`config.mk`:
```
export PLATFORM = sky130hd
export DESIGN_NAME = dmem_arbiter
export DESIGN_NICKNAME = d
export VERILOG_FILES = /design/src/rtl/dmem_arbiter_pkg.sv /design/src/rtl/dmem_arb_rr.sv /design/src/rtl/dmem_arbiter.sv
export SDC_FILE = /design/constraint.sdc
export NUM_CORES = 1
export LEC_CHECK = 0
export ABC_CLOCK_PERIOD_IN_PS = 1630
export BUFFER_PORTS_ARGS = -buffer_cell sky130_fd_sc_hd__buf_2
export CORE_AREA = 2 2 108 110
export CTS_CLUSTER_SIZE = 30
export DETAILED_ROUTE_END_ITERATION = 16
export DIE_AREA = 0 0 110 112
export SETUP_SLACK_MARGIN = 0.3
export SYNTH_ARGS = -nofsm -noshare
export SYNTH_HDL_FRONTEND = slang
export SYNTH_SLANG_ARGS = --single-unit
export TNS_END_PERCENT = 1
```
`constraint.sdc`:
```
create_clock -name clk -period 1.63 [get_ports clk]
set_input_delay 0.0815 -clock clk [delete_from_list [all_inputs] [get_ports clk]]
set_output_delay 0.0815 -clock clk [all_outputs]
set_load 0.02 [all_outputs]
```
`src/rtl/dmem_arbiter_pkg.sv`:
```
// ============================================================================
// Module : dmem_arbiter_pkg
// Brief  : Shared types and constants for the data-memory port arbiter.
// Rev    : 1.0  initial release
// ============================================================================
`default_nettype none

package dmem_arbiter_pkg;

    localparam int ADDR_WIDTH = 32;
    localparam int DATA_WIDTH = 32;

    localparam int PORT_CORE = 0;
    localparam int PORT_DMA  = 1;

    typedef enum logic {
        ARB    = 1'b0,
        LOCKED = 1'b1
    } dmem_arb_state_e;

    typedef struct packed {
        logic [ADDR_WIDTH-1:0] addr;
        logic [DATA_WIDTH-1:0] wdata;
        logic                  wen;
        logic [3:0]            be;
    } dmem_req_t;

    function automatic logic [1:0] port_onehot(input logic port);
        return port ? 2'b10 : 2'b01;
    endfunction

endpackage

`default_nettype wire

```
`src/rtl/dmem_arb_rr.sv`:
```
// ============================================================================
// Module : dmem_arb_rr
// Brief  : Two-way round-robin grant with a port-1 override for lock bursts.
// Rev    : 1.0  initial release
// ============================================================================
`default_nettype none

module dmem_arb_rr
    import dmem_arbiter_pkg::*;
(
    input  logic [1:0] valid_i,
    input  logic       rr_ptr_i,
    input  logic       force_port1_i,
    output logic       grant_o
);

    // With both or neither requesting, the pointer decides.
    always_comb begin
        grant_o = rr_ptr_i;
        if (force_port1_i) begin
            grant_o = 1'(PORT_DMA);
        end else if (valid_i == 2'b01) begin
            grant_o = 1'(PORT_CORE);
        end else if (valid_i == 2'b10) begin
            grant_o = 1'(PORT_DMA);
        end
    end

endmodule

`default_nettype wire

```
`src/rtl/dmem_arbiter.sv`:
```
// ============================================================================
// Module : dmem_arbiter
// Brief  : Shares one data-memory port between core (0) and DMA (1) with
//          round-robin arbitration, bounded DMA lock bursts and a registered
//          1-cycle response. Optional counters: DMEM_ARB_PERF_EN.
// Rev    : 1.0  initial release
// ============================================================================
`default_nettype none

module dmem_arbiter
    import dmem_arbiter_pkg::*;
#(
    parameter int MAX_LOCK   = 8,
    parameter int ADDR_WIDTH = dmem_arbiter_pkg::ADDR_WIDTH,
    parameter int DATA_WIDTH = dmem_arbiter_pkg::DATA_WIDTH
) (
    input  logic                       clk,
    input  logic                       rst,
    input  logic [1:0]                 req_valid,
    output logic [1:0]                 req_ready,
    input  logic [1:0][ADDR_WIDTH-1:0] req_addr,
    input  logic [1:0][DATA_WIDTH-1:0] req_wdata,
    input  logic [1:0]                 req_wen,
    input  logic [1:0][3:0]            req_be,
    input  logic                       dma_lock,
    output logic [1:0]                 rsp_valid,
    output logic [DATA_WIDTH-1:0]      rsp_rdata,
    output logic [ADDR_WIDTH-1:0]      mem_addr,
    output logic [DATA_WIDTH-1:0]      mem_wdata,
    output logic                       mem_wen,
    output logic [3:0]                 mem_byte_en,
    input  logic [DATA_WIDTH-1:0]      mem_rdata,
`ifdef DMEM_ARB_PERF_EN
    output logic [31:0]                perf_conflict,
    output logic [31:0]                perf_lock_block,
`endif
    input  logic                       mem_ready
);

    localparam logic [7:0] c_MAX_LOCK = 8'(MAX_LOCK);

    dmem_arb_state_e        state_q, state_d;
    logic                   rr_ptr_q, rr_ptr_d;
    logic [7:0]             lock_cnt_q, lock_cnt_d;
    logic [1:0]             rsp_valid_q;
    logic [DATA_WIDTH-1:0]  rsp_rdata_q;

    logic                   w_grant;
    logic                   w_accept;

    dmem_arb_rr u_rr (
        .valid_i       (req_valid),
        .rr_ptr_i      (rr_ptr_q),
        .force_port1_i (state_q == LOCKED),
        .grant_o       (w_grant)
    );

    assign w_accept    = req_valid[w_grant] & mem_ready;
    assign req_ready   = mem_ready ? port_onehot(w_grant) : 2'b00;

    assign mem_addr    = req_addr[w_grant];
    assign mem_wdata   = req_wdata[w_grant];
    assign mem_byte_en = req_be[w_grant];
    assign mem_wen     = w_accept & req_wen[w_grant];

    assign rsp_valid   = rsp_valid_q;
    assign rsp_rdata   = rsp_rdata_q;

    always_comb begin
        state_d    = state_q;
        rr_ptr_d   = rr_ptr_q;
        lock_cnt_d = lock_cnt_q;
        case (state_q)
            ARB: begin
                if (w_accept) begin
                    rr_ptr_d = ~w_grant;
                    if ((w_grant == 1'(PORT_DMA)) && dma_lock && (MAX_LOCK > 1)) begin
                        state_d    = LOCKED;
                        lock_cnt_d = 8'd1;
                    end
                end
            end
            LOCKED: begin
                // Every exit from a lock hands the next contested slot to the core.
                if (!req_valid[PORT_DMA]) begin
                    state_d    = ARB;
                    rr_ptr_d   = 1'b0;
                    lock_cnt_d = 8'd0;
                end else if (w_accept) begin
                    if (dma_lock && ((lock_cnt_q + 8'd1) != c_MAX_LOCK)) begin
                        lock_cnt_d = lock_cnt_q + 8'd1;
                    end else begin
                        state_d    = ARB;
                        rr_ptr_d   = 1'b0;
                        lock_cnt_d = 8'd0;
                    end
                end
            end
            default: begin
                state_d    = ARB;
                rr_ptr_d   = 1'b0;
                lock_cnt_d = 8'd0;
            end
        endcase
    end

    always_ff @(posedge clk) begin
        if (rst) begin
            state_q     <= ARB;
            rr_ptr_q    <= 1'b0;
            lock_cnt_q  <= 8'd0;
            rsp_valid_q <= 2'b00;
            rsp_rdata_q <= '0;
        end else begin
            state_q     <= state_d;
            rr_ptr_q    <= rr_ptr_d;
            lock_cnt_q  <= lock_cnt_d;
            rsp_valid_q <= w_accept ? port_onehot(w_grant) : 2'b00;
            rsp_rdata_q <= (w_accept && !req_wen[w_grant]) ? mem_rdata : '0;
        end
    end

`ifdef DMEM_ARB_PERF_EN
    logic [31:0] perf_conflict_q;
    logic [31:0] perf_lock_block_q;

    always_ff @(posedge clk) begin
        if (rst) begin
            perf_conflict_q   <= 32'd0;
            perf_lock_block_q <= 32'd0;
        end else begin
            if ((&req_valid) && (perf_conflict_q != 32'hFFFF_FFFF)) begin
                perf_conflict_q <= perf_conflict_q + 32'd1;
            end
            if ((state_q == LOCKED) && req_valid[PORT_CORE] &&
                (perf_lock_block_q != 32'hFFFF_FFFF)) begin
                perf_lock_block_q <= perf_lock_block_q + 32'd1;
            end
        end
    end

    assign perf_conflict   = perf_conflict_q;
    assign perf_lock_block = perf_lock_block_q;
`endif

endmodule

`default_nettype wire

```
Word level (Yosys, flattened, before mapping):

Index checks and enable logic that the tools add are counted.

* muxes and demuxes: 32
* $lt $le $gt $ge: 1
* equality and inequality tests: 7
* reductions and logical operators: 8
* bitwise logic cells: 6
* $add $sub $neg: 1

Operators with widths (count)
* $mux W32: 4
* $mux W8: 5
* $mux W1: 16
* $pmux W8 S2: 1
* $add A8 B1 Y8 const B: 1
* $mux W4: 2
* $ne A8 B4 Y1 const B: 1
* $reduce_and A3 Y1: 2
* $mux W2: 2
* $ne A2 B2 Y1 const B: 2
* $not A1 Y1: 4
* $pmux W1 S2: 2
* $reduce_or A2 Y1: 2
* $logic_and A1 B1 Y1: 3
* $ne A3 B2 Y1 const B: 1
* $ne A3 B3 Y1 const B: 1
* $and A1 B1 Y1: 2
* $eq A2 B1 Y1 const B: 1
* $eq A2 B2 Y1 const B: 1
* $lt A1 B2 Y1 const B: 1
* $logic_not A1 Y1: 1

* register bits after elaboration: 44
* bits of input ports: 176
* word-level logic and storage cells: 60
* output and inout bits: 105

Logic depth before layout (Yosys ltp):

Gate-level depths: netlist (run 1).

* depth after elaboration: 10
* mapped depth: 7
* depth with buffers taken out: 6

Hierarchy:

Synthesis (run 1) repeated with hierarchy kept, for this count alone.

* cell total of the unflattened synthesis: 244
* area, all modules: 2452.4 µm²

By module, submodules not included
* dmem_arbiter: cells each 240, times used 1, area an instance 2429.8 µm², seq. area each 880.8 µm²
* dmem_arb_rr: cells each 4, times used 1, area an instance 22.5 µm², seq. area each 0.0 µm²

Least setup slack after synthesis (run 1):

No wires, ideal clock.

* kind: reg-to-reg
* start: register lock_cnt_q[0]
* end: register lock_cnt_q[3]
* required time: 1.498 ns
* data arrival time: 1.665 ns
* buffers on the path: 0
* stages on the path, launching flop included: 7
* path slack: -0.167 ns
* setup time: 0.132 ns
* period minus slack after synthesis: 1.797 ns
* cell sequence: dfxtp_1 ha_1 or3_1 a211o_1 a221o_1 o211ai_1 a21oi_1

* longest elaborated chain between the ends: 7

Ends and longest elaborated chain
* from (decl): RTL line dmem_arbiter.sv:44 `logic [7:0] lock_cnt_q, lock_cnt_d;`
* from (signal assigned): RTL line dmem_arbiter.sv:117 `lock_cnt_q <= lock_cnt_d;`
* $add A8 B1 Y8 *: RTL line dmem_arbiter.sv:90, dmem_arbiter.sv:91
* $ne A8 B4 Y1: RTL line dmem_arbiter.sv:90 `if (dma_lock && ((lock_cnt_q + 8'd1) != c_MAX_LOCK)) begin`
* $logic_and A1 B1 Y1: RTL line dmem_arbiter.sv:90
* $mux W8 *: RTL line dmem_arbiter.sv:90
* $mux W8 *: RTL line dmem_arbiter.sv:89 `end else if (w_accept) begin`
* $mux W8 *: RTL line dmem_arbiter.sv:85 `if (!req_valid[PORT_DMA]) begin`
* $pmux W8 S2 *: RTL line dmem_arbiter.sv:73 `case (state_q)`

Every way passes the cells marked *; elsewhere a longest branch is shown, timed or not. The select of a mux whose other input is x is not followed.
A chain may end at the register's enable or synchronous reset.

Worst setup path after layout (run 1):

* start: register rr_ptr_q
* end: output port mem_wdata[24]

* longest elaborated chain between the ends: 5

Ends and longest elaborated chain
* from (decl): RTL line dmem_arbiter.sv:43 `logic rr_ptr_q, rr_ptr_d;`
* from (signal assigned): RTL line dmem_arbiter.sv:116 `rr_ptr_q <= rr_ptr_d;`
* $mux W1: RTL line dmem_arb_rr.sv:24 `end else if (valid_i == 2'b10) begin`
* $mux W1: RTL line dmem_arb_rr.sv:22 `end else if (valid_i == 2'b01) begin`
* $mux W1: RTL line dmem_arb_rr.sv:20 `if (force_port1_i) begin`
* $mux W32 (implied by the code) (2 in a row): RTL line dmem_arbiter.sv:62 `assign mem_wdata = req_wdata[w_grant];`
* to (decl): RTL line dmem_arbiter.sv:29 `output logic [DATA_WIDTH-1:0] mem_wdata,`

Every way passes these cells. The select of a mux whose other input is x is not followed.

==> results.md, run 1 <==
- The flow ran to the end, but the final reports show violations.
- The checks that failed: setup timing.
- The fraction of the cycle the final worst path needs is 121.3%.
- The setup violation total in the final timing report is 95.
- The summed instance area of the synthesized netlist is between 0.002 and 0.0025 sq mm.
- STA classifies the critical path endpoint as an output port.
- The number of vias per cell is 4.289.
- The vertical extent of the die is approximately 110 um.
- At the placement stage, the worst setup path has a slack of -0.1558 ns.
- The final standard cell area without fillers is approximately 0.0047 sq mm.
- Yosys mapped the design onto 39 distinct sky130hd cell types.
- The count of maximum capacitance violations is 0.
- The kind of path behind the tightest hold check is in2reg.
- In this run the core area contains 39 standard-cell rows.
- The I/O pin count is 281.
- In this run the standard cell core region covers ~0.011 sq mm.
- The met1 layer usage reported by global route is around a fifth.
- Summing all placed instances gives a cell area of about 0.0042 sq mm.
- The worst-case IR drop observed on VDD is ~530 uV.
- The proportion of synthesized flip-flops having asynchronous set or reset is 0%.
- The endpoint arrival time on the critical path is approximately 1.9 ns.
- CTS placed an instance of sky130_fd_sc_hd__clkbuf_16 at the clock tree root.
- The synthesized design spends more area on one cell type than any other, namely sky130_fd_sc_hd__dfxtp_1.
- The transition at the pin with the smallest max-transition slack is just over 0.3 ns.
- The final-report hold violation count was 0.
- For met3 alone, demand over resource in global routing was roughly 6.5%.
- The setup path with the least slack is of type reg2out.
- The hold path startpoint is mem_rdata[12].
- Setup slack on the critical path of the routed design comes to -0.3472 ns.
- The share of the Yosys chip area taken by registers is a little over a third.
- Summed over all layers, the global routing overflow is 0.
- The maximum clock frequency is around 510 MHz.
- The worst register-to-register path has a setup slack of -0.13 ns.
- After filler insertion, the fill cell instance count of the layout stands at between 1000 and 1500.
- The placer congestion estimate is about 0.8.
- After technology mapping, the gate count stands at approximately 250.
- Clock-pin slew was measured on the worst setup and hold paths at about 0.06 ns.
- The leakage power summed over all cells is about 2.4 nW.
- The final number of max-transition violations came to 0.
- The sum of routed wire length over all layers is approximately 11000 um.
- After synthesis, the mean cell area works out to between 9 and 10 sq um.
- The net count reported at finish is around 740.
- Headroom to the max-slew limit came out at between 70% and 80%.
- Between clock sinks in the finished design, the worst skew comes to 0.003086 ns.
- The dominant synthesized flop cell is sky130_fd_sc_hd__dfxtp_1.
- The number of antenna violations at the first check in global routing is 2.
- Clock tree synthesis inserted a total of 5 buffers.
- Among all stages on the critical path, the largest delay is contributed by sky130_fd_sc_hd__mux2_2.
- The commonest cells after synthesis are sky130_fd_sc_hd__mux2_2, sky130_fd_sc_hd__dfxtp_1, sky130_fd_sc_hd__and2_1.
- The number of detailed-routing iterations run before antenna repair is 4.
- After synthesis, the cell types taking the most area are sky130_fd_sc_hd__dfxtp_1, sky130_fd_sc_hd__mux2_2, sky130_fd_sc_hd__and2_1.
- The worst path required time is between 1.5 and 2 ns.
- After synthesis the netlist holds a flip-flop and latch count of 44.
- The finished layout holds 709 standard cells, fillers aside.
- The area fraction of the dominant cell type after synthesis is ~36%.
- The number of I/O port buffers is between 200 and 300.
- Setup repair after global routing could not meet its margin everywhere.
- Summing over every cut layer, the via total after detailed routing is 3041.
- In this run the critical register-to-register path is launched from lock_cnt_q[1].
- In this design, the stage delay of the slowest critical-path cell is ~0.39 ns.
- At the later pin of the worst-skew pair, clock insertion delay measures ~0.28 ns.
- The clock period minus final worst setup slack is ~2.0 ns.
- TritonCTS built the clock tree.
- The tree built by TritonCTS fans out to 44 sinks.
- The via count of the first global-routing pass was about 3100.
- The wire length per cell is around 16 um.
- Counting every net in the synthesized netlist gives 425.
- The remaining number of nets flagged by the antenna check after routing is 0.
- The category of the worst setup path launch point is a flop.
- The overall fraction of global-route tracks in use is between 15 and 20%.
- The first-iteration detailed-routing DRC count is around 110.
- Walking the worst path, the cells encountered are maj3_2 > nor2_4 > buf_4 > mux2_2 > buf_2.
- The wire length of the first global-routing pass is about 16000 um.
- No sink is reached through more buffers than the 2 on the longest clock path.
- After global routing, the most crowded layer is met2.
- The worst register-to-register path ends at lock_cnt_q[3].
- The path with the worst hold slack has its endpoint at rsp_rdata[12].
- The most common cell in the synthesized netlist is sky130_fd_sc_hd__mux2_2.
- The DRC violation count after routing is 0.
- The H-tree was split into 2 levels.
- Measured in cells, the most critical reg-to-reg path has a length of 6.
- The ratio of total power to cell area is between 700 and 800 mW/mm^2.
- The number of placed instances, taps included, is about 680.
- The die width is around 110 um.
- The estimated wirelength of the detail-placed design is about 9500 um.
- Counting flops with a built-in enable in the synthesized netlist gives 0.
- The post-CTS setup buffer count is 0.
- The fraction of layout instances using a drive strength above 1 is a little under three quarters.
- For met2 alone, demand over resource in global routing was between 20% and 30%.
- The die covers about 0.012 sq mm.
- The area added between synthesis and finish is 93.39%.
- The number of cells on the worst hold path is 2.
- The number of warnings issued by yosys is 0.
- The highest fanout seen on the critical path is 16.
- Once the floorplan was initialized, standard cells occupied about 22% of the core.
- The maximum number of pins on one net before global-route repair is 33.
==> layout make-up <==
cell class | count | area (sq um) | share of cell area (%)
clock inverters | 3 | 46.29 | 0.9882
well taps | 143 | 178.9 | 3.819
diodes | 1 | 2.502 | 0.05342
clock buffers | 5 | 125.1 | 2.671
flip-flops and latches | 44 | 888.4 | 18.96
repair buffers | 327 | 1887 | 40.28
multi-input cells | 182 | 1541 | 32.91
inverters | 4 | 15.01 | 0.3205
==> worst max path at each step <==
stage	start	endpoint	slack, ns	cells after the start
2_1_floorplan	lock_cnt_q[1]	lock_cnt_q[3]	-0.08	6
3_3_place_gp	lock_cnt_q[1]	lock_cnt_q[3]	-0.13	6
3_5_place_dp	lock_cnt_q[0]	lock_cnt_q[3]	-0.16	6
4_1_cts	rr_ptr_q	mem_wdata[24]	-0.34	5
5_1_grt	rr_ptr_q	mem_wdata[29]	-0.41	5
6_report	rr_ptr_q	mem_wdata[24]	-0.35	5
==> worst max-delay path, delay by kind of cell, from the launching register on <==
kind	cells	cell delay [ns]
adders and majority gates	1	0.34
buffers and inverters	2	0.44
and+or+nand+nor	1	0.12
DFF	1	0.32
muxes	1	0.39
==> placed cells by master, fill, tap and decap left out, types with 4 or more instances in the layout <==
cell type,instances
sky130_fd_sc_hd__o21ai_0,4
sky130_fd_sc_hd__buf_6,8
sky130_fd_sc_hd__mux2_1,5
sky130_fd_sc_hd__dlygate4sd3_1,17
sky130_fd_sc_hd__nor2_1,9
sky130_fd_sc_hd__a21oi_1,9
sky130_fd_sc_hd__dfxtp_1,40
sky130_fd_sc_hd__buf_4,34
sky130_fd_sc_hd__o21ai_2,4
sky130_fd_sc_hd__buf_2,266
sky130_fd_sc_hd__nand2_1,10
sky130_fd_sc_hd__clkbuf_16,5
sky130_fd_sc_hd__mux2_2,62
sky130_fd_sc_hd__and2_1,33
==> sequential cells by signal, indices dropped and copies added, names as in the netlist <==
signal and count:
rsp_rdata 32, rsp_valid 2, rr_ptr_q 1, state_q 1, lock_cnt_q 8
==> through the flow <==
stage	power, mW	utilization [%]	TNS (ns)	hold WS (ns)
2_1_floorplan	1.770	-	-0.3484	0.2032
3_3_place_gp	2.299	37.45	-0.6263	0.2844
3_5_place_dp	2.306	37.45	-1.427	0.2846
4_1_cts	3.536	41.15	-22.90	0.0002301
5_1_grt	3.684	41.92	-30.18	0.002925
6_report	3.508	41.92	-21.71	0.001722
==> what timing repair did <==
action	4_1_cts	5_1_grt
endpoints found under the hold margin	14	3
gates resized for setup	33	16
endpoints found under the setup margin	114	114
pin swaps	9	12
hold buffers	14	3
==> logic make-up (layout without fill, tap and decap cells) <==
kind of cell    Yosys count  in the layout  synth area share, %
compound gates           29             29                7.077
simple gates             83             83                19.94
fa+ha+maj                 2              2               0.9813
buf+inv                  22            339                4.029
other cells               0              1                    0
mux                      68             68                31.61
flops                    44             44                36.36
==> report_power, final <==
part	total, mW	leakage, nW	switching [mW]	internal, mW
logic	1.24	1.94	0.623	0.618
clock network	1.15	0.0804	0.422	0.728
registers	1.12	0.359	0.0109	1.11
total	3.51	2.38	1.06	2.45
==> per-layer routing <==
metal / vias to the layer above / routed length [um]
met1: 1365 / 4322
li1: 1507 / -
met2: 157 / 5567
met5: - / 0
met3: 12 / 1194
met4: 0 / 195
Note: power is estimated with default switching activity, not from simulation.
==> run 2: changes to the inputs <==
--- a/config.mk
+++ b/config.mk
@@ -11,8 +11,8 @@
 export CTS_CLUSTER_SIZE = 30
 export DETAILED_ROUTE_END_ITERATION = 16
 export DIE_AREA = 0 0 110 112
+export REMOVE_ABC_BUFFERS = 1
 export SETUP_SLACK_MARGIN = 0.3
 export SYNTH_ARGS = -nofsm -noshare
 export SYNTH_HDL_FRONTEND = slang
 export SYNTH_SLANG_ARGS = --single-unit
-export TNS_END_PERCENT = 1
==> run 2 against run 1 <==
The flow still finishes with violations (setup timing). Critical path depth is 1 higher. Flip-flop and latch count stayed put. Register-to-register slack hardly changed. Global-route usage is 1.2 points higher. Largest cell class unchanged. Largest power group unchanged. Highest routed layer unchanged.
==> results.md, run 2 (synthesized netlist as in run 1, its figures left out) <==
- The run finished, with violations left.
- The final reports fail on setup timing.
- The part of the total power dissipated in combinational logic is 44.5% (+9.1 points).
- The net switching power figure is 1.176 mW (+11%).
- The first-iteration detailed-routing DRC count was 117 (+10%).
- The number of vias per cell is 4.425 (+3.2%).
- The count of maximum capacitance violations is 0 (unchanged).
- The setup violation total in the final timing report is 94 (-1.1%).
- The worst hold path begins at mem_rdata[20].
- The flip-flop count of the largest register after layout was 32 (unchanged).
- The via count of the first global-routing pass is 3294 (+7.3%).
- The cell-internal power was 2.675 mW (+9.1%).
- The worst setup slack for register-to-register paths was -0.12 ns (about the same).
- The number of detailed-routing iterations run before antenna repair came to 4 (unchanged).
- The clock period minus final worst setup slack is 2.010 ns (+0.03258 ns).
- The number of I/O port buffers came to 280 (unchanged).
- The maximum number of pins on one net before global-route repair is 17 (-48%).
- The origin of the critical flop-to-flop path is lock_cnt_q[0].
- The transition at the pin with the smallest max-transition slack came to 0.3166 ns (+0.01498 ns).
- The worst path required time is 1.55 ns (about the same).
- The placer congestion estimate is 0.9053 (+16%).
- The residual overflow from global routing is 0 (unchanged).
- The vertical extent of the die is 112 um (unchanged).
- The sum of routed wire length over all layers came to 13200 um (+17%).
- The proportion of total power due to net switching came to 30.53% (+0.43 points).
- The buffer type at the clock tree root is sky130_fd_sc_hd__clkbuf_16.
- The final-report hold violation count is 0 (unchanged).
- The number of clock buffers inserted by TritonCTS is 5 (unchanged).
- The standard cell core area is 0.01117 sq mm (unchanged).
- The number of antenna violations at the first check in global routing is 2 (unchanged).
- The overall fraction of global-route tracks in use is 18.66% (+1.2 points).
- The worst ir drop on vdd is 744.1 uV (+41%).
- The setup slack after layout is -0.3798 ns (-0.03258 ns).
- In the layout the commonest cells are sky130_fd_sc_hd__buf_2, sky130_fd_sc_hd__buf_6, sky130_fd_sc_hd__mux2_4.
- The worst clock skew on the final layout is 0.003540 ns (+0.0004545 ns).
- The final standard cell area without fillers was 0.005455 sq mm (+16%).
- The kind of path behind the tightest hold check is in2reg.
- Setup repair after global routing could not meet its margin everywhere.
- The instance area after placement is 0.004175 sq mm (-0.24%).
- The starting density of the core came to 21.68% (unchanged).
- The clock tree from TritonCTS is done.
- The worst setup path is of the reg2out kind.
- The endpoint arrival time on the critical path is 1.93 ns (+0.03 ns).
- The highest fanout seen on the critical path was 8 (-8).
- The die width came to 110 um (unchanged).
- The worst flop-to-flop path endpoint is lock_cnt_q[3].
- The worst setup path startpoint is rr_ptr_q.
- The fraction of layout instances using a drive strength above 1 came to 74.00% (+2.3 points).
- The area taken by multi-input logic gates is 0.001758 sq mm (+14%).
- The remaining number of nets flagged by the antenna check after routing came to 0 (unchanged).
- The number of fillers in the final layout was 1043 (-6.5%).
- The sequential cell area is 888.4 sq um (unchanged).
- The full die area is 0.01232 sq mm (unchanged).
- The number of cells on the worst hold path was 2 (unchanged).
- The wire length of the first global-routing pass is 17430 um (+7.5%).
- The final number of max-transition violations is 0 (unchanged).
- The end of the worst hold path is rsp_rdata[20].
- The clock insertion delay at the later pin of the skew report came to 0.28 ns (about the same).
- The clock share of power is 26.5% (-6.3 points).
- The fraction of power consumed by sequential logic came to 29.0% (-2.8 points).
- The ratio of total power to cell area was 705.8 mW/mm^2 (-5.7%).
- The commonest non-fill, non-tap cell in the layout is sky130_fd_sc_hd__buf_2.
- The worst-case reg-to-reg path depth is 6 (unchanged).
- The clock transition at the register clock pins on the worst setup and hold paths after CTS is 0.06 ns (about the same).
- The detailed-route via count is 3195 (+5.1%).
- The estimated wirelength of the detail-placed design is 9781 um (+3.4%).
- The type of destination of the critical path is an output port.
- The utilization after layout is 48.82% (+6.9 points).
- The leakage power summed over all cells is 2.835 nW (+19%).
- The relative slew slack came to 78.81% (-1.0 points).
- The fraction of the cycle the final worst path needs is 123.3% (+2.0 points).
- Relative to the synthesized area, the layout overhead comes to 125.2%.
- The accumulated negative setup slack is -25.22 ns (-3.510 ns).
- The maximum number of buffers from clock root to sink is 2 (unchanged).
- The net count reported at finish is 753 (+1.6%).
- The depth of the CTS H-tree is 2 (unchanged).
- The category of the worst setup path launch point is a flop.
- The wire length per cell is 18.28 um (+15%).
- The maximum clock frequency is 497.6 MHz (-1.6%).
- The site row count is 39 (unchanged).
- The DRC violation count after routing was 0 (unchanged).
- The number of clock sinks is 44 (unchanged).
- The I/O pin count is 281 (unchanged).
-- run 2: how the worst max path moves through the flow --
| stage | endpoint | slack [ns] | cells after the start |
|---|---|---|---|
| after CTS | mem_wdata[19] | -0.40 | 6 |
| after floorplan | mem_wen | -0.67 | 4 |
| after detailed placement | lock_cnt_q[3] | -0.17 | 6 |
| after global placement | lock_cnt_q[3] | -0.16 | 6 |
| after global routing | mem_wdata[1] | -0.45 | 6 |
| final | mem_wdata[10] | -0.38 | 6 |
-- run 2: final cells by class --
class / count / area share (%)
multi-input combinational: 182 / 32.22
clock inverter: 2 / 0.2752
sequential: 44 / 16.28
tap: 143 / 3.280
inverter: 4 / 0.2752
clock buffer: 6 / 2.546
antenna: 2 / 0.09174
timing repair buffer: 339 / 45.02
-- run 2: per-layer routing --
layer	global-route usage, %	vias to the layer above	wire (um)
met5	0	-	0
met4	5.485	0	266
met3	4.333	19	805
met2	33.99	136	7114
met1	21.17	1512	5010
li1	-	1528	-
-- run 2: repair_timing --
item | 4_1_cts | 5_1_grt
cloned | 1 | 2
resized for setup | 38 | 204
pin swaps | 15 | 14
hold buffers | 14 | 1
buffers inserted | 6 | 6
endpoints found under the setup margin | 113 | 114
hold endpoints to repair | 14 | 1
-- run 2: stage by stage --
step	hold WS, ns	cells	worst slack (ns)	total power, mW
after floorplan	0.1506	230	-0.6738	1.744
after global placement	0.2815	682	-0.1589	2.320
after detailed placement	0.2838	682	-0.1697	2.326
after CTS	0.00004582	711	-0.3960	3.441
after global routing	0.001799	722	-0.4460	4.021
final	0.004030	722	-0.3798	3.850
-- run 2: power groups by stage --
| stage | clock network [mW] | registers, mW | logic [mW] |
|---|---|---|---|
| 6_report | 1.02 | 1.12 | 1.71 |
| 5_1_grt | 1.10 | 1.12 | 1.80 |
| 4_1_cts | 1.04 | 1.12 | 1.28 |
| 3_5_place_dp | 0 | 1.14 | 1.19 |
| 3_3_place_gp | 0 | 1.14 | 1.18 |
| 2_1_floorplan | 0 | 1.18 | 0.568 |
-- run 2: worst max-delay path: stages, from the launching register on --
cell and delay, ns:
sky130_fd_sc_hd__dfxtp_2 0.33, sky130_fd_sc_hd__maj3_2 0.33, sky130_fd_sc_hd__nor2_4 0.19, sky130_fd_sc_hd__buf_12 0.18, sky130_fd_sc_hd__buf_8 0.13, sky130_fd_sc_hd__mux2_2 0.35, sky130_fd_sc_hd__buf_6 0.14
==> run 3: changes to the inputs <==
--- a/config.mk
+++ b/config.mk
@@ -7,10 +7,11 @@
 export LEC_CHECK = 0
 export ABC_CLOCK_PERIOD_IN_PS = 1630
 export BUFFER_PORTS_ARGS = -buffer_cell sky130_fd_sc_hd__buf_2
-export CORE_AREA = 2 2 108 110
+export CORE_AREA = 5 5 105 107
 export CTS_CLUSTER_SIZE = 30
 export DETAILED_ROUTE_END_ITERATION = 16
 export DIE_AREA = 0 0 110 112
+export MAX_ROUTING_LAYER = met4
 export REMOVE_ABC_BUFFERS = 1
 export SETUP_SLACK_MARGIN = 0.3
 export SYNTH_ARGS = -nofsm -noshare
==> run 3 against run 2 <==
The flow still finishes with violations (setup timing). Sequential share of layout area is essentially flat. First-iteration DRC count is 40% lower. Clock power fell by 17%. Register-to-register slack got worse by 0.04 ns. Setup slack got worse by 0.0084 ns. Largest cell class unchanged.
==> results.md, run 3 (synthesized netlist as in run 1, its figures left out) <==
- The run finished, with violations left.
- The final reports fail on setup timing.
- The residual overflow from global routing is 0 (unchanged).
- The clock period minus final worst setup slack came to 2.018 ns (+0.008383 ns).
- The first-iteration detailed-routing DRC count is 70 (-40%).
- The area added between synthesis and finish is 125.8%.
- The worst setup slack after placement is -0.1855 ns (-0.01577 ns).
- The ratio of total power to cell area is 664.5 mW/mm^2 (-5.8%).
- The setup slack after layout is -0.3881 ns (-0.008383 ns).
- The depth of the CTS H-tree came to 2 (unchanged).
- The relative slew slack is 78.95% (+0.14 points).
- The critical path start-end classification is reg2out.
- The placer congestion estimate came to 0.9255 (+2.2%).
- The transition at the pin with the smallest max-transition slack is 0.3113 ns (-0.005270 ns).
- The vertical extent of the die came to 112 um (unchanged).
- The worst ir drop on vdd is 427.4 uV (-43%).
- The category of the worst setup path launch point is a flop.
- The fraction of the cycle the final worst path needs is 123.8% (+0.51 points).
- The number of antenna violations at the first check in global routing came to 4 (+2).
- The remaining number of nets flagged by the antenna check after routing is 0 (unchanged).
- The highest fanout seen on the critical path is 7 (-1).
- The worst setup path is captured at an output port.
- The maximum clock frequency is 495.5 MHz (-0.42%).
- The number of fillers in the final layout is 913 (-12%).
- The via count of the first global-routing pass came to 3447 (+4.6%).
- The clock transition at the register clock pins on the worst setup and hold paths after CTS is 0.08 ns (+0.02 ns).
- The worst-case hold slack is 0.002438 ns (-0.001592 ns).
- The kind of path behind the tightest hold check is in2reg.
- The wire length of the first global-routing pass was 18370 um (+5.4%).
- The die width is 110 um (unchanged).
- The final number of max-transition violations came to 0 (unchanged).
- The slowest stage cell on the critical path is sky130_fd_sc_hd__mux2_2.
- The estimated wirelength of the detail-placed design is 10140 um (+3.7%).
- The number of detailed-routing iterations run before antenna repair was 4 (unchanged).
- Leaving out fill and tap cells, the most frequent cell in the layout is sky130_fd_sc_hd__buf_2.
- The standard cell core area came to 0.01005 sq mm (-10%).
- The wire length per cell was 18.79 um (+2.8%).
- In this run the clock root is driven by a sky130_fd_sc_hd__clkbuf_8.
- The setup violation total in the final timing report came to 108 (+15%).
- The detailed-route via count is 3267 (+2.3%).
- The final-report hold violation count was 0 (unchanged).
- The sum of routed wire length over all layers came to 13700 um (+3.8%).
- The DRC violation count after routing is 0 (unchanged).
- The signal on the critical path passes through maj3_2 > nor2_4 > buf_12 > buf_16 > mux2_2 > buf_6.
- The longest individual stage delay on the worst path is 0.35 ns (about the same).
- The utilization after layout is 54.44% (+5.6 points).
- The number of clock sinks is 44 (unchanged).
- The count of maximum capacitance violations is 0 (unchanged).
- The total power draw is 3.634 mW (-5.6%).
- The starting density of the core was 24.11% (+2.4 points).
- The number of I/O port buffers was 280 (unchanged).
- The net count reported at finish is 765 (+1.6%).
- The worst clock skew on the final layout is 0.002438 ns (-0.001102 ns).
- The leakage power summed over all cells is 2.828 nW (-0.26%).
- The I/O pin count is 281 (unchanged).
- The flip-flop count of the largest register after layout came to 32 (unchanged).
- The cell count after placement is 662 (-2.9%).
- Setup repair after global routing could not meet its margin everywhere.
- TritonCTS built the clock tree.
- The maximum number of buffers from clock root to sink is 2 (unchanged).
- The worst path required time is 1.55 ns (about the same).
- The library cells used most frequently in the layout, excluding fill and tap cells, are sky130_fd_sc_hd__buf_2, sky130_fd_sc_hd__buf_6, sky130_fd_sc_hd__mux2_4.
- The final non-filler cell total is 729 (+0.97%).
- The clock insertion delay at the later pin of the skew report is 0.29 ns (about the same).
- The number of clock buffers inserted by TritonCTS was 5 (unchanged).
- The maximum number of pins on one net before global-route repair came to 27 (+10).
- The overall fraction of global-route tracks in use was 20.14% (+1.5 points).
- The site row count was 37 (-5.1%).
- The endpoint arrival time on the critical path was 1.94 ns (about the same).
- The fraction of layout instances using a drive strength above 1 was 72.67% (-1.3 points).
- The number of vias per cell is 4.481 (+1.3%).
- The full die area was 0.01232 sq mm (unchanged).
run 3: final cells by class:
cell class	instances	area, sq um	share of cell area, %
diodes	4	10.01	0.1830
clock inverters	2	38.79	0.7092
flip-flops and latches	44	888.4	16.24
inverters	4	15.01	0.2745
clock buffers	6	82.58	1.510
multi-input cells	182	1737	31.75
well taps	136	170.2	3.111
repair buffers	351	2527	46.21
run 3: worst paths after layout:
check	start	end	slack, ns	cells past startpoint
worst min-delay path	mem_rdata[26]	rsp_rdata[26]	0.002	2
worst max register to register	lock_cnt_q[0]	lock_cnt_q[3]	-0.16	6
worst max-delay path	rr_ptr_q	mem_addr[12]	-0.39	6
worst min register to register	lock_cnt_q[3]	lock_cnt_q[3]	0.53	2
run 3: critical path, delay by kind of cell, from the launching register on:
kind	cells	cell delay, ns
adder cells (fa/ha/maj)	1	0.33
buffers and inverters	3	0.43
flip-flops	1	0.33
multiplexers	1	0.35
AND/OR/NAND/NOR	1	0.21
run 3: timing repair:
item                       4_1_cts  5_1_grt
hold buffers                    27        2
pin swaps                       13       16
setup endpoints to repair      113      115
buffers inserted                 8       11
hold endpoints to repair        27        2
gates resized for setup         88      117
cloned                           3        4
run 3: per-layer routing:
layer	up-vias	track usage, %	routed length, um
met5	-	-	0
met4	0	7.481	323
met3	25	5.333	1076
met2	154	36.08	7628
met1	1531	20.62	4673
li1	1557	-	-
run 3: where the power goes:
part | internal, mW | switching, mW
registers | 1.10 | 0.0112
clock network | 0.501 | 0.350
logic | 0.927 | 0.741
run 3: metrics by stage:
stage | area, sq um | TNS (ns)
after global placement | 4056 | -3.978
after floorplan | 2340 | -51.03
final | 5469 | -25.94
after detailed placement | 4056 | -4.893
after CTS | 4885 | -26.82
after global routing | 5469 | -32.34
